`src/rtl/regfile_pkg.sv`:
```
// rtl/regfile_pkg.sv - shared constants and types for the register file
package regfile_pkg;
  localparam int REG_NUM      = 32;
  localparam int REG_NUM_LOG2 = 5;
  localparam int REG_WIDTH    = 32;

  typedef logic [REG_NUM_LOG2-1:0] reg_addr_t;
  typedef logic [REG_WIDTH-1:0]    reg_word_t;

  localparam logic      RST_ENABLE    = 1'b1;
  localparam logic      WRITE_ENABLE  = 1'b1;
  localparam logic      READ_ENABLE   = 1'b1;
  localparam logic      READ_DISABLE  = 1'b0;
  localparam reg_word_t ZERO_DWORD    = '0;
  localparam reg_addr_t NOP_REG_ADDR  = '0;

  // True when a write-back actually lands in the array (register 0 is hard-wired).
  function automatic logic write_hits(input logic we, input reg_addr_t waddr);
    return (we == WRITE_ENABLE) && (waddr != NOP_REG_ADDR);
  endfunction
endpackage

```
`src/rtl/regfile_rdport.sv`:
```
// rtl/regfile_rdport.sv - one combinational read port with write-back bypass
module regfile_rdport
  import regfile_pkg::*;
(
  input  logic      rst,
  input  logic      re,
  input  reg_addr_t raddr,
  input  logic      we,
  input  reg_addr_t waddr,
  input  reg_word_t wdata,
  input  reg_word_t word,
  output reg_word_t rdata
);
  always_comb begin
    rdata = ZERO_DWORD;
    if (rst == RST_ENABLE) begin
      rdata = ZERO_DWORD;
    end else if (raddr == NOP_REG_ADDR) begin
      rdata = ZERO_DWORD;
    end else if (re == READ_ENABLE && we == WRITE_ENABLE && waddr == raddr) begin
      // WB-to-ID hazard: hand over the value being written this cycle.
      rdata = wdata;
    end else if (re == READ_ENABLE) begin
      rdata = word;
    end
  end
endmodule

```
`src/rtl/regfile.sv`:
```
// rtl/regfile.sv - 32x32 register file, one write port, two bypassed read ports
module regfile
  import regfile_pkg::*;
(
  input  logic                    clk,
  input  logic                    rst,
  input  logic                    we,
  input  logic [REG_NUM_LOG2-1:0] waddr,
  input  logic [REG_WIDTH-1:0]    wdata,
  input  logic                    re1,
  input  logic [REG_NUM_LOG2-1:0] raddr1,
  output logic [REG_WIDTH-1:0]    rdata1,
  input  logic                    re2,
  input  logic [REG_NUM_LOG2-1:0] raddr2,
  output logic [REG_WIDTH-1:0]    rdata2
);
  reg_word_t regs_q [REG_NUM];
  reg_word_t regs_d [REG_NUM];

  always_comb begin
    regs_d = regs_q;
    if (write_hits(we, waddr)) begin
      regs_d[waddr] = wdata;
    end
  end

  // Reset wins over a colliding write so the entry never captures wdata.
  always_ff @(posedge clk) begin
    if (rst == RST_ENABLE) begin
      for (int i = 0; i < REG_NUM; i++) begin
        regs_q[i] <= ZERO_DWORD;
      end
    end else begin
      regs_q <= regs_d;
    end
  end

  regfile_rdport u_rdport1 (
    .rst   (rst),
    .re    (re1),
    .raddr (raddr1),
    .we    (we),
    .waddr (waddr),
    .wdata (wdata),
    .word  (regs_q[raddr1]),
    .rdata (rdata1)
  );

  regfile_rdport u_rdport2 (
    .rst   (rst),
    .re    (re2),
    .raddr (raddr2),
    .we    (we),
    .waddr (waddr),
    .wdata (wdata),
    .word  (regs_q[raddr2]),
    .rdata (rdata2)
  );
endmodule
```
`config.mk`:
```
export PLATFORM = sky130hd
export DESIGN_NAME = regfile
export DESIGN_NICKNAME = d
export VERILOG_FILES = /design/src/rtl/regfile_pkg.sv /design/src/rtl/regfile_rdport.sv /design/src/rtl/regfile.sv
export SDC_FILE = /design/constraint.sdc
export NUM_CORES = 2
export LEC_CHECK = 0
export ABC_AREA = 1
export CAP_MARGIN = 20
export CORE_MARGIN = 1.5
export CORE_UTILIZATION = 30
export CTS_BUF_LIST = sky130_fd_sc_hd__clkbuf_4
export CTS_CLUSTER_DIAMETER = 100
export DETAILED_ROUTE_END_ITERATION = 10
export SLEW_MARGIN = 25
export SYNTH_ARGS = -nofsm -noshare
export SYNTH_HDL_FRONTEND = slang
export SYNTH_HIERARCHICAL = 1
export SYNTH_SLANG_ARGS = --single-unit
```
`constraint.sdc`:
```
create_clock -name clk -period 4.4 [get_ports clk]
set_input_delay 1.1 -clock clk [delete_from_list [all_inputs] [get_ports clk]]
set_output_delay 1.1 -clock clk [all_outputs]
set_load 0.02 [all_outputs]
```
==> qor.yml <==
status: "completed"
leakagePower_nw: 28.9
fp.dieW_um: 444
antenna_left: 0
met1_usage_pct: 30.8
clkLatencyLatePin_ns: 1.30
die_y_um: 444
multi_input_area_sq_um: 33600
pre_cts_ws_ns: -0.363
synth.distinct_cells: 25
arrival_ns: 3.27
pin_count: 116
setup_viol: 0
hold_violations: 0
maxCapViolCount: 0
clock_path_buffers: 4
coreArea_sq_um: 193000
top_regs: "regs_q: 1024 flops"
setup_ws_ns: 0.0318
gp_congestion: 0.921
ys_ff_latch: 1024
slew_headroom_pct: 33.4
ir_drop_uv: 195
use_met2_pct: 38.3
hp-class: "reg -> reg"
ff_latch_area_sq_um: 20500
p_per_area_nw_per_um2: 313
avgSynthCellArea_sq_um: 5.76
clk_pin_slew_ns: 0.07
dp_hpwl_um: 153000
drc: 0
antenna_found_initial: 2
start_util_pct: 30.2
routed_wl_um: 247000
drive_gt1_share_pct: 11.1
drt_first_pass_iters: 6
fin_nets: 10281
syn-num-nets: 10178
largest_reg_flops: 1024
startpoint_type: "primary input"
crit_type: "in -> out"
viasPerCell: 5.23
grt_max_degree: 123
cts_sinks: 1024
final_core_util_pct: 35.8
rows: 161
wire_per_inst_um: 19.1
grtUsageMet3_pct: 4.29
grt_pass1_vias: 63663
h-tree-depth: 5
ys_seq_area_share_pct: 35.1
rrSetupSlack_ns: 3.66
overflow: 0
regMostFlops: "regs_q"
synth_area_sq_um: 58400
initialDrtViolationCount: 7094
tritoncts: "yes"
grt_most_used_layer: "met2"
final_cell_count_no_fill: 12941
grt_usage_pct: 24.3
cts_buffers: 295
cp_max_fo: 13
finalCritPeriodShare_pct: 99.3
yosys_warnings: 6
min_period_ns: 4.37
rsz0062_at_grt: "yes"
die_area_sq_um: 197000
tightest_slew_ns: 0.993
required_ns: 3.30
n_fill_cell: 20856
ctsRootBufferMaster: "clkbuf_4"
dr_total_vias: 67688
portBuffers: 115
fmax_mhz: 229
syn_to_final_growth_pct: 18.2
power_mw: 21.6
finClkSkew_ns: 0
slew_violations: 0
grt_pass1_wl_um: 378000
dp.cells: 12427
syn_inst: 10126
end_kind: "output port"
layer usage:
| layer | routed length, um | part of all wire (%) |
|---|---|---|
| met5 | 0 | 0 |
| met2 | 110000 | 44 |
| met4 | 14400 | 5.8 |
| met1 | 101000 | 41 |
| met3 | 21500 | 8.7 |
final cells by class:
type | count | share of cell area [%]
well taps | 2526 | 4.58
clock buffers | 414 | 4.50
repair buffers | 640 | 10.6
flip-flops and latches | 1024 | 29.7
diodes | 6 | 0.0218
inverters | 264 | 1.54
repair inverters | 1 | 0.0163
clock inverters | 63 | 0.390
multi-input cells | 8003 | 48.7
where the power goes:
part	internal (mW)	switching, mW
sequential	9.38	0.0914
clock	4.35	4.36
combinational	1.11	2.29
total	14.8	6.75
critical path: stages:
cell and delay [ns]:
buf_12 0.16, inv_16 0.11, buf_16 0.18, buf_12 0.15
buf_16 0.14, buf_12 0.14, buf_4 0.11, nand2_1 0.05
nand3_1 0.08, nand3_1 0.09, nand2_1 0.07, nand2_1 0.04
nand2_1 0.07, nand2_1 0.05, nand2_1 0.14, nand2_1 0.08
nand2_1 0.09, nand2_1 0.06, nor2_2 0.15, buf_12 0.15
what timing repair did:
item,4_1_cts,5_1_grt
pin swaps,3,8
gates cloned,6,7
hold buffers,0,0
setup endpoints to repair,60,56
buffers inserted,3,15
resized for setup,113,141
endpoints found under the hold margin,0,0
path summary, 6_finish.rpt:
path                      from           end  depth (start not counted)
setup / recovery     raddr2[0]     rdata2[9]                         20
hold / removal    regs_q[1007]  regs_q[1007]                          2
setup reg to reg   regs_q[496]   regs_q[496]                          2
hold reg to reg   regs_q[1007]  regs_q[1007]                          2
synthesized netlist by cell type:
cell / number / area (sq um)
nand2_1: 4251 / 16000
nand3_1: 1537 / 7690
nor2_1: 1307 / 4910
dfxtp_1: 1024 / 20500
clkbuf_1: 474 / 1780
a21oi_1: 416 / 2080
o21ai_0: 400 / 2000
buf_2: 268 / 1340
inv_1: 223 / 837
buf_1: 85 / 319
clkinv_1: 32 / 120
nor2_4: 20 / 225
nand4_1: 19 / 119
o21ai_1: 16 / 80.1
inv_2: 9 / 33.8
nand3_2: 9 / 90.1
and2_1: 6 / 37.5
buf_6: 6 / 67.6
nand2_2: 6 / 37.5
nor2_2: 6 / 37.5
nor3_1: 5 / 25.0
a31o_2: 2 / 17.5
buf_4: 2 / 15.0
nor2_8: 2 / 40.0
nor3_2: 1 / 10.0
through the flow:
step / hold slack (ns) / instance area [sq um] / TNS [ns]
floorplan: 0.416 / 58400 / 0
finish: 0.439 / 69000 / 0
CTS: 0.315 / 68500 / -1.67
global route: 0.399 / 69000 / -0.131
global placement: 0.424 / 64800 / -11.38
detailed placement: 0.428 / 64800 / -11.22
placed cells by master, fill, tap and decap left out, types with 10 or more instances in the layout:
cell | Yosys | final
clkdlybuf4s50_1 | 0 | 39
clkinv_1 | 32 | 84
nand4_1 | 19 | 19
o21ai_0 | 400 | 400
buf_8 | 0 | 11
inv_1 | 223 | 218
inv_2 | 9 | 10
nor2_4 | 20 | 24
nand2_2 | 6 | 48
o21ai_1 | 16 | 16
clkbuf_4 | 0 | 414
dfxtp_1 | 1024 | 1019
buf_12 | 0 | 150
a21oi_1 | 416 | 416
nor2_1 | 1307 | 1296
nand3_1 | 1537 | 1532
buf_4 | 2 | 362
buf_16 | 0 | 10
buf_6 | 6 | 15
clkbuf_2 | 0 | 23
nor2_2 | 6 | 13
nand3_2 | 9 | 14
nand2_1 | 4251 | 4204
kinds of logic after synthesis:
kind of cell           share of synthesized area [%]
AOI/OAI and AO/OA                               7.16
buffers and inverters                           7.73
DFF                                             35.1
and+or+nand+nor                                 50.0
(Power assumes the default switching activity.)
